$ cat config.mk
export PLATFORM = sky130hd
export DESIGN_NAME = regfile_write_arbiter_flat
export DESIGN_NICKNAME = d
export VERILOG_FILES = /design/src/rtl/regfile_write_arbiter_pkg.sv /design/src/rtl/regfile_write_arbiter_if.sv /design/src/rtl/regfile_write_arbiter_wr_fifo.sv /design/src/rtl/regfile_write_arbiter.sv /design/src/flat_wrapper.sv
export SDC_FILE = /design/constraint.sdc
export NUM_CORES = 1
export LEC_CHECK = 0
export CAP_MARGIN = 20
export CORE_MARGIN = 5
export CORE_UTILIZATION = 45
export DETAILED_ROUTE_END_ITERATION = 6
export PLACE_DENSITY = 0.65
export SLEW_MARGIN = 5
export SYNTH_ARGS = -nofsm -noshare
export SYNTH_HDL_FRONTEND = slang
export SYNTH_SLANG_ARGS = --single-unit
$ cat constraint.sdc
create_clock -name clk -period 3.2 [get_ports clk]
set_input_delay 0.64 -clock clk [delete_from_list [all_inputs] [get_ports clk]]
set_output_delay 0.64 -clock clk [all_outputs]
set_load 0.01 [all_outputs]
$ cat src/rtl/regfile_write_arbiter_pkg.sv
// Shared widths, default FIFO depth, the queued write entry and the grant encoding.
package regfile_arb_pkg;

  localparam int ADDR_W        = 5;
  localparam int DATA_W        = 32;
  localparam int DEFAULT_DEPTH = 2;

  typedef struct packed {
    logic [ADDR_W-1:0] wreg;
    logic [DATA_W-1:0] data;
  } entry_t;

  typedef enum logic {
    GRANT_R0 = 1'b0,
    GRANT_R1 = 1'b1
  } grant_t;

endpackage

$ cat src/rtl/regfile_write_arbiter_if.sv
// Requester and register-file write bus of the writeback arbiter.
interface regfile_write_arbiter_if #(
  parameter int ADDR_W = regfile_arb_pkg::ADDR_W,
  parameter int DATA_W = regfile_arb_pkg::DATA_W
);

  logic              req0_valid;
  logic              req0_ready;
  logic [ADDR_W-1:0] req0_reg;
  logic [DATA_W-1:0] req0_data;
  logic              req1_valid;
  logic              req1_ready;
  logic [ADDR_W-1:0] req1_reg;
  logic [DATA_W-1:0] req1_data;
  logic [ADDR_W-1:0] write_reg;
  logic [DATA_W-1:0] write_data;
  logic              reg_write_signal;
  logic              busy;

  modport master (
    output req0_valid, req0_reg, req0_data,
    output req1_valid, req1_reg, req1_data,
    input  req0_ready, req1_ready,
    input  write_reg, write_data, reg_write_signal, busy
  );

  modport slave (
    input  req0_valid, req0_reg, req0_data,
    input  req1_valid, req1_reg, req1_data,
    output req0_ready, req1_ready,
    output write_reg, write_data, reg_write_signal, busy
  );

endinterface

$ cat src/rtl/regfile_write_arbiter_wr_fifo.sv
// Small circular FIFO for one requester; push into a full FIFO and pop of an
// empty FIFO are ignored internally. Head entry is visible combinationally.
module wr_fifo
  import regfile_arb_pkg::*;
#(
  parameter int  DEPTH = DEFAULT_DEPTH,
  parameter type T     = entry_t
) (
  input  logic                     clk,
  input  logic                     rst,
  input  logic                     i_push,
  input  logic                     i_pop,
  input  T                         i_data,
  output T                         o_head,
  output logic                     o_full,
  output logic                     o_empty,
  output logic [$clog2(DEPTH):0]   o_count
);

  localparam int PW = $clog2(DEPTH);
  localparam int CW = PW + 1;

  T                r_mem [DEPTH];
  logic [PW-1:0]   r_wr_ptr;
  logic [PW-1:0]   r_rd_ptr;
  logic [CW-1:0]   r_count;
  logic            w_push;
  logic            w_pop;

  assign o_full  = (r_count == CW'(DEPTH));
  assign o_empty = (r_count == '0);
  assign o_count = r_count;
  assign o_head  = r_mem[r_rd_ptr];
  assign w_push  = i_push && !o_full;
  assign w_pop   = i_pop && !o_empty;

  // Pointer and occupancy tracking; pointers wrap naturally at a power-of-two depth.
  always_ff @(posedge clk or posedge rst) begin
    if (rst) begin
      r_wr_ptr <= '0;
      r_rd_ptr <= '0;
      r_count  <= '0;
    end else begin
      if (w_push) r_wr_ptr <= r_wr_ptr + 1'b1;
      if (w_pop)  r_rd_ptr <= r_rd_ptr + 1'b1;
      r_count <= r_count + CW'(w_push) - CW'(w_pop);
    end
  end

  // Entry storage; contents are don't-care while empty so no reset is needed.
  always_ff @(posedge clk) begin
    if (w_push) r_mem[r_wr_ptr] <= i_data;
  end

endmodule

$ cat src/rtl/regfile_write_arbiter.sv
// Register-file writeback arbiter: two requester FIFOs, one write per cycle,
// round-robin on ties, writes to register 0 are consumed without a strobe.
module regfile_write_arbiter #(
  parameter int DEPTH  = regfile_arb_pkg::DEFAULT_DEPTH,
  parameter int DATA_W = regfile_arb_pkg::DATA_W,
  parameter int ADDR_W = regfile_arb_pkg::ADDR_W
) (
  input logic                    clk,
  input logic                    reset,
  regfile_write_arbiter_if.slave bus
);

  import regfile_arb_pkg::*;

  localparam int CW = $clog2(DEPTH) + 1;

  typedef struct packed {
    logic [ADDR_W-1:0] wreg;
    logic [DATA_W-1:0] data;
  } arb_entry_t;

  arb_entry_t       w_in0, w_in1, w_head0, w_head1, w_gnt_entry;
  logic             w_full0, w_full1, w_empty0, w_empty1;
  logic [CW-1:0]    w_count0, w_count1;
  logic             w_push0, w_push1, w_gnt0, w_gnt1;

  logic [ADDR_W-1:0] r_write_reg;
  logic [DATA_W-1:0] r_write_data;
  logic              r_strobe;
  grant_t            r_last_grant;

  assign w_in0   = '{wreg: bus.req0_reg, data: bus.req0_data};
  assign w_in1   = '{wreg: bus.req1_reg, data: bus.req1_data};
  assign w_push0 = bus.req0_valid && !w_full0;
  assign w_push1 = bus.req1_valid && !w_full1;

  assign bus.req0_ready       = (w_count0 < CW'(DEPTH));
  assign bus.req1_ready       = (w_count1 < CW'(DEPTH));
  assign bus.write_reg        = r_write_reg;
  assign bus.write_data       = r_write_data;
  assign bus.reg_write_signal = r_strobe;
  assign bus.busy             = !w_empty0 || !w_empty1 || r_strobe;

  wr_fifo #(.DEPTH(DEPTH), .T(arb_entry_t)) u_fifo0 (
    .clk     (clk),
    .rst     (reset),
    .i_push  (w_push0),
    .i_pop   (w_gnt0),
    .i_data  (w_in0),
    .o_head  (w_head0),
    .o_full  (w_full0),
    .o_empty (w_empty0),
    .o_count (w_count0)
  );

  wr_fifo #(.DEPTH(DEPTH), .T(arb_entry_t)) u_fifo1 (
    .clk     (clk),
    .rst     (reset),
    .i_push  (w_push1),
    .i_pop   (w_gnt1),
    .i_data  (w_in1),
    .o_head  (w_head1),
    .o_full  (w_full1),
    .o_empty (w_empty1),
    .o_count (w_count1)
  );

  // Grant selection from pre-edge occupancy, so a just-pushed entry waits a cycle.
  always_comb begin
    w_gnt0      = 1'b0;
    w_gnt1      = 1'b0;
    w_gnt_entry = w_head0;
    if (!w_empty0 && (w_empty1 || r_last_grant == GRANT_R1)) begin
      w_gnt0 = 1'b1;
    end else if (!w_empty1) begin
      w_gnt1      = 1'b1;
      w_gnt_entry = w_head1;
    end
  end

  // Write port register and round-robin history, updated only on a grant.
  always_ff @(posedge clk or posedge reset) begin
    if (reset) begin
      r_write_reg  <= '0;
      r_write_data <= '0;
      r_strobe     <= 1'b0;
      r_last_grant <= GRANT_R1;
    end else if (w_gnt0 || w_gnt1) begin
      r_write_reg  <= w_gnt_entry.wreg;
      r_write_data <= w_gnt_entry.data;
      r_strobe     <= (w_gnt_entry.wreg != '0);
      r_last_grant <= w_gnt0 ? GRANT_R0 : GRANT_R1;
    end else begin
      r_strobe <= 1'b0;
    end
  end

endmodule
$ cat src/flat_wrapper.sv
// flat-port wrapper written by rule: the top's interface ports become plain ports
module regfile_write_arbiter_flat import regfile_arb_pkg::*;
#(
  parameter int DEPTH  = regfile_arb_pkg::DEFAULT_DEPTH,
  parameter int DATA_W = regfile_arb_pkg::DATA_W,
  parameter int ADDR_W = regfile_arb_pkg::ADDR_W
)
  (clk, reset, bus_req0_valid, bus_req0_reg, bus_req0_data, bus_req1_valid, bus_req1_reg, bus_req1_data, bus_req0_ready, bus_req1_ready, bus_write_reg, bus_write_data, bus_reg_write_signal, bus_busy);
  regfile_write_arbiter_if #(.ADDR_W(ADDR_W), .DATA_W(DATA_W)) bus_i ();
  input logic clk;
  input logic reset;
  input wire logic [$bits(bus_i.req0_valid)-1:0] bus_req0_valid;
  input wire logic [$bits(bus_i.req0_reg)-1:0] bus_req0_reg;
  input wire logic [$bits(bus_i.req0_data)-1:0] bus_req0_data;
  input wire logic [$bits(bus_i.req1_valid)-1:0] bus_req1_valid;
  input wire logic [$bits(bus_i.req1_reg)-1:0] bus_req1_reg;
  input wire logic [$bits(bus_i.req1_data)-1:0] bus_req1_data;
  output wire logic [$bits(bus_i.req0_ready)-1:0] bus_req0_ready;
  output wire logic [$bits(bus_i.req1_ready)-1:0] bus_req1_ready;
  output wire logic [$bits(bus_i.write_reg)-1:0] bus_write_reg;
  output wire logic [$bits(bus_i.write_data)-1:0] bus_write_data;
  output wire logic [$bits(bus_i.reg_write_signal)-1:0] bus_reg_write_signal;
  output wire logic [$bits(bus_i.busy)-1:0] bus_busy;
  assign bus_i.req0_valid = bus_req0_valid;
  assign bus_i.req0_reg = bus_req0_reg;
  assign bus_i.req0_data = bus_req0_data;
  assign bus_i.req1_valid = bus_req1_valid;
  assign bus_i.req1_reg = bus_req1_reg;
  assign bus_i.req1_data = bus_req1_data;
  assign bus_req0_ready = bus_i.req0_ready;
  assign bus_req1_ready = bus_i.req1_ready;
  assign bus_write_reg = bus_i.write_reg;
  assign bus_write_data = bus_i.write_data;
  assign bus_reg_write_signal = bus_i.reg_write_signal;
  assign bus_busy = bus_i.busy;
  regfile_write_arbiter #(.DEPTH(DEPTH), .DATA_W(DATA_W), .ADDR_W(ADDR_W)) u_core (.clk(clk), .reset(reset), .bus(bus_i));
endmodule
==> results of run 1 <==
## through the flow
step	setup slack [ps]	area (um2)	total power, W
final	691	9570	0.00926
after floorplan	359	7530	0.00595
after global routing	578	9570	0.00983
after detailed placement	713	8970	0.00723
after global placement	796	8970	0.00710
after CTS	658	9570	0.00938
## worst max path at each step
stage	from	slack, ps	to	depth (start not counted)
finish	u_core.u_fifo1.o_count[1]	690	bus_busy	3
CTS	u_core.u_fifo1.o_count[1]	660	bus_busy	3
floorplan	bus_req0_valid	360	u_core.u_fifo0.r_mem[0][0]	2
global route	u_core.u_fifo1.o_count[1]	580	bus_busy	3
global placement	bus_req1_valid	800	u_core.u_fifo1.o_count[1]	7
detailed placement	bus_req0_valid	710	u_core.u_fifo0.o_count[1]	7
## per-layer routing
metal	wire [um]	GRT usage [%]	vias up
met5	0	0	-
met4	93	5.25	0
met3	979	4.05	6
met2	7480	27.4	134
met1	6890	21.2	2132
li1	-	-	2053
## power groups by stage
stage / sequential (W) / clock, W / combinational, W
6_report: 0.00404 / 0.00214 / 0.00308
5_1_grt: 0.00413 / 0.00230 / 0.00339
4_1_cts: 0.00405 / 0.00219 / 0.00314
3_5_place_dp: 0.00410 / 0 / 0.00313
3_3_place_gp: 0.00405 / 0 / 0.00304
2_1_floorplan: 0.00400 / 0 / 0.00195
## placed cells by master, fill, tap and decap left out, types with 4 or more instances in the layout
master           synthesis  layout
edfxtp_1               148     148
nor2_4                   0       5
dfrtp_1                 46      44
nor3_1                  39      39
clkinv_4                 0       4
xnor2_1                  8       8
clkbuf_16                0      17
a21oi_1                 36      36
nand2_1                 38      38
buf_4                    2      10
o21ai_0                 39      39
clkdlybuf4s50_1          0     118
inv_1                    9       8
ha_1                     4       4
mux2i_1                 37      37
mux2_2                  38      38
## area by class of cell
type                            instances  area, um2
Fill cell                            1287       6950
Inverter                                9       33.8
Timing Repair Buffer                  128       1260
Clock inverter                         15        181
Tap cell                              220        275
Sequential cell                       195       5620
Clock buffer                           17        425
Multi-Input combinational cell        257       1780
## worst max-delay path: stages, from the launching register on
cell and delay [ps]:
dfrtp_1 480, nor4_4 380, nand2b_1 100, clkdlybuf4s50_1 490
## cells by family (layout without fill, tap and decap cells)
logic type / after synthesis / after routing / synth area share (%)
compound gates: 80 / 80 / 5.37
xor+xnor: 8 / 8 / 0.931
fa+ha+maj: 4 / 4 / 0.665
buf+inv: 38 / 169 / 2.33
flops: 195 / 195 / 74.7
mux: 75 / 75 / 10.6
simple gates: 90 / 90 / 5.42
==> results by group, run 1 <==
Synth
  • Post-synth cell types: 26
  • Top cell type by total area after synthesis: edfxtp_1
  • Synth Instances: 490
  • Synthesized Nets: 572
  • Syn_area_per_cell: approximately 15 um2
  • Synth area leaders: edfxtp_1 59%, dfrtp_1 15%, mux2_2 5.7%
  • Register area share after synthesis: 74.7%
  • Primary FF master, synth: edfxtp_1
  • Top cells by count, synth: 148 x edfxtp_1, 46 x dfrtp_1, 39 x nor3_1, 39 x o21ai_0
  • Post-Syn Area: around 0.0075 mm2
  • Ys async rst share: 24.1%
  • Synth top area share: 59.0%
  • Most frequent cell after synthesis: edfxtp_1
  • Post-synth EDFFs: 148
  • Yosys warning count: 0
  • Post-synthesis sequential element count: 195

GRT
  • Antenna violations before repair: 0
  • First-pass GRT wire length: 24700 um
  • Total GRT Usage: 16.4%
  • Vias in the first global route: 4740
  • Largest net degree at the start of global routing: 76
  • Global route overflow: 0

STA
  • Tightest Pin Transition: 985 ps
  • # setup viols final: 0
  • Unrepaired setup endpoints after global routing: false
  • Hold_ws: 475 ps
  • Period minus WS final: 2510 ps
  • Final worst path period share: 78.4%
  • Worst slew margin: 34.3%
  • Setup TNS: 0 ps
  • Final Max Tran Viols: 0
  • Peak Freq: 399 MHz
  • Final hold viol count: 0
  • Worst Skew: 13.0 ps

Die
  • Chip Height: roughly 140 um
  • Core area: 0.0165 mm2
  • Site Rows: 47
  • IO Pins: 119
  • Starting Density: between 40 and 50%
  • Die W: roughly 140 um
  • Die ar.: 0.0194 mm2

Cells and area
  • ANT cells: 0
  • P&R area growth vs syn: 27.2%
  • Share of cells above drive strength 1: 14.8%
  • Final core occ: 57.9%
  • Final nets: between 600 and 700
  • Fin cells: approximately 840

Power
  • Sw Share: 32.3%
  • Leakage: 3.40 nW
  • Power share of the combinational group: between 30% and 40%
  • Sequential share of power: a little over two fifths
  • Clk pwr share: 23.2%
  • Worst VDD drop: 467 uV
  • Int Pwr: 0.00627 W
  • Pwr dens: 967 mW/mm2
  • Sw power: between 0.002 and 0.003 W

CTS
  • Num CTS Buffers: 17
  • Sink Count: 195
  • H-tree level count: 4
  • Post-cts hold buffer count: 0
  • CTS tree: yes
  • Clock latency on the worst-skew pair: 420 ps
  • Clock transition at path regs: 60 ps
  • Post-CTS setup buffer count: 0
  • Max Root-Sink Buffers: 2
  • Root buffer cell: clkbuf_16
  • Post-CTS Resized: 0

Route
  • Vias per cell: 5.14
  • Antenna viol nets, final: 0
  • Via count: 4325
  • Total iterations of the first detailed-routing run: 4
  • Final wirelength: 15400 um
  • 1st-iter DRT viols: 210
  • DR WL/cell: ~18 um
  • # DRC: 0

Hold path
  • Hold Path Depth: 2
  • Worst Hold Path EP: u_core.bus.write_data[4]
  • Worst hold path type: register to register
  • Critical hold path startpoint: u_core.bus.write_data[4]

Placement
  • RePlAce Congestion: 0.751
  • DPL Wire Length: 9930 um
  • Port Buffers: approximately 120
  • Placed insts: between 800 and 900

Critical path
  • Startpoint types: register
  • Worst-path maximum fanout: 5
  • WS Path Type: register to output pin
  • Worst EP required: 2560 ps
  • R2r endpoint: u_core.u_fifo1.o_count[1]
  • Reg-to-Reg Start: u_core.r_last_grant
  • R2R setup slack: 810 ps
  • R2R depth: 8
  • Crit end category: output pin
  • Worst Path Arrival: 1870 ps

Status
  • Run status: complete, no violations

Run
  • Max Cap Violations: 0
(Power assumes the default switching activity.)
==> inputs of run 2 (changes only) <==
==> constraint.sdc (replaced) <==
create_clock -name clk -period 2.4 [get_ports clk]
set_input_delay 0.48 -clock clk [delete_from_list [all_inputs] [get_ports clk]]
set_output_delay 0.48 -clock clk [all_outputs]
set_load 0.01 [all_outputs]
==> results by group, run 2 (same netlist as run 1, synthesis figures left out) <==
STA
  • Worst slew margin: 54.8% (was 34.3%)
  • Final Max Tran Viols: 0 (unchanged)
  • Hold_ws: 435 ps (was 475 ps)
  • Worst Skew: 9.06 ps (was 13.0 ps)
  • Final worst path period share: 96.1%
  • Final hold viol count: 0 (unchanged)
  • Tightest Pin Transition: 678 ps (was 985 ps)
  • Peak Freq: between 400 and 500 MHz
  • Period minus WS final: 2310 ps
  • Setup TNS: 0 ps (unchanged)
  • # setup viols final: 0 (unchanged)

Route
  • 1st-iter DRT viols: 266 (was 210)
  • Total iterations of the first detailed-routing run: 4 (unchanged)
  • DR WL/cell: 18.9 um (was 18.4 um)
  • Antenna viol nets, final: 0 (unchanged)
  • Via count: 4327 (was 4325)
  • Vias per cell: 5.08 (was 5.14)
  • # DRC: 0 (unchanged)
  • Final wirelength: 16100 um (was 15400 um)

Power
  • Post-layout power: 0.0126 W (was 0.00926 W)
  • Worst VDD drop: 736 uV (was 467 uV)
  • Leakage: 3.46 nW (was 3.40 nW)
  • Pwr dens: 1300 mW/mm2 (was 967 mW/mm2)

CTS
  • Max Root-Sink Buffers: 2 (unchanged)
  • Clock transition at path regs: 70 ps (was 60 ps)
  • Clock latency on the worst-skew pair: 420 ps (about the same)
  • CTS tree: yes (unchanged)
  • Root buffer cell: clkbuf_16 (unchanged)
  • Num CTS Buffers: 17 (unchanged)
  • H-tree level count: 4 (unchanged)
  • Sink Count: 195 (unchanged)

Cells and area
  • ANT cells: 0 (unchanged)
  • Share of cells above drive strength 1: 15.8% (was 14.8%)
  • Filler instances: 1279 (was 1287)
  • Final nets: 702 (was 690)
  • P&R area growth vs syn: 28.8% (was 27.2%)
  • Fin cells: 851 (was 841)
  • Commonest non-fill, non-tap cell in the layout: edfxtp_1 (unchanged)
  • Fin area: 0.00969 mm2 (was 0.00957 mm2)
  • Most frequent cells in the layout: 148 x edfxtp_1, 118 x clkdlybuf4s50_1, 42 x dfrtp_1, 39 x o21ai_0, 39 x nor3_1 (was 148 x edfxtp_1, 118 x clkdlybuf4s50_1, 44 x dfrtp_1, 39 x o21ai_0, 39 x nor3_1)

GRT
  • Vias in the first global route: 4599 (was 4740)
  • Antenna violations before repair: 1 (was 0)
  • Total GRT Usage: 17.0% (was 16.4%)
  • Global route overflow: 0 (unchanged)
  • First-pass GRT wire length: 25300 um (was 24700 um)
  • Largest net degree at the start of global routing: 76 (unchanged)

Critical path
  • Crit end category: output pin (unchanged)
  • WS Path Type: register to output pin (unchanged)
  • Worst EP required: 1920 ps (was 2560 ps)
  • Worst Path Arrival: 1830 ps (was 1870 ps)
  • Worst-path maximum fanout: 5 (unchanged)
  • Startpoint types: register (unchanged)

Die
  • Site Rows: 47 (unchanged)
  • Chip Height: 139 um (unchanged)
  • Die W: 139 um (unchanged)
  • Starting Density: 45.6% (unchanged)
  • Die ar.: 0.0194 mm2 (unchanged)
  • Core area: 0.0165 mm2 (unchanged)
  • IO Pins: 119 (unchanged)

Placement
  • RePlAce Congestion: 0.733 (was 0.751)
  • Placed cell areas: 0.00909 mm2 (was 0.00897 mm2)
  • Port Buffers: 118 (unchanged)
  • Placed insts: 820 (was 809)
  • DPL Wire Length: 10900 um (was 9930 um)

Run
  • Max Cap Violations: 0 (unchanged)

Status
  • Run status: complete, no violations (unchanged)

Hold path
  • Worst hold path type: primary input to async pin (was register to register)
[run 2: area by class of cell]
type / instances / area (um2) / area share [%]
inverter: 9 / 33.8 / 0.348
timing repair buffer: 140 / 1380 / 14.3
tap: 220 / 275 / 2.84
sequential: 195 / 5630 / 58.0
clock buffer: 19 / 433 / 4.47
multi-input combinational: 257 / 1780 / 18.3
clock inverter: 11 / 164 / 1.69
[run 2: final timing paths]
kind | end | cells past startpoint | slack, ps | from
worst max register to register | u_core.u_fifo0.o_count[1] | 8 | 360 | u_core.u_fifo1.o_count[1]
worst min-delay path | u_core.bus.write_data[3] | 3 | 440 | reset
max in group asynchronous | u_core.r_last_grant | 3 | 1660 | reset
worst min register to register | u_core.bus.write_data[14] | 2 | 480 | u_core.bus.write_data[14]
min in group clk | u_core.bus.write_data[14] | 2 | 480 | u_core.bus.write_data[14]
worst max-delay path | bus_busy | 3 | 90 | u_core.u_fifo0.o_count[0]
[run 2: through the flow]
step / utilization (%) / setup slack, ps
floorplan: - / -360
global placement: 55.0 / 422
detailed placement: 55.0 / 376
CTS: 58.6 / 4.56
global route: 58.7 / -11.6
finish: 58.7 / 93.8
[run 2: metal layers]
layer,vias up,part of all wire (%),wire (um),track usage (%)
met1,2119,43,6950,21.7
met4,2,1.1,183,5.20
met3,16,6.3,1010,5.15
li1,2070,-,-,-
met2,120,49,7910,28.1
met5,-,0.050,8,0
[run 2: worst max-delay path, stage by stage (launching register included)]
cell and delay (ps):
dfrtp_2 450, nor4_4 360, nand2b_1 110, clkdlybuf4s50_1 490
[run 2: repair_timing]
item                       CTS  global route
gates resized for setup      0             2
hold buffers                 0             0
setup endpoints to repair    0             1
buffers inserted             0             1
hold endpoints to repair     0             0
[run 2: power by group]
group          total, W  switching, W  internal [W]
Clock           0.00289       0.00116       0.00172
Combinational   0.00442       0.00235       0.00207
Sequential      0.00525      0.000478       0.00478
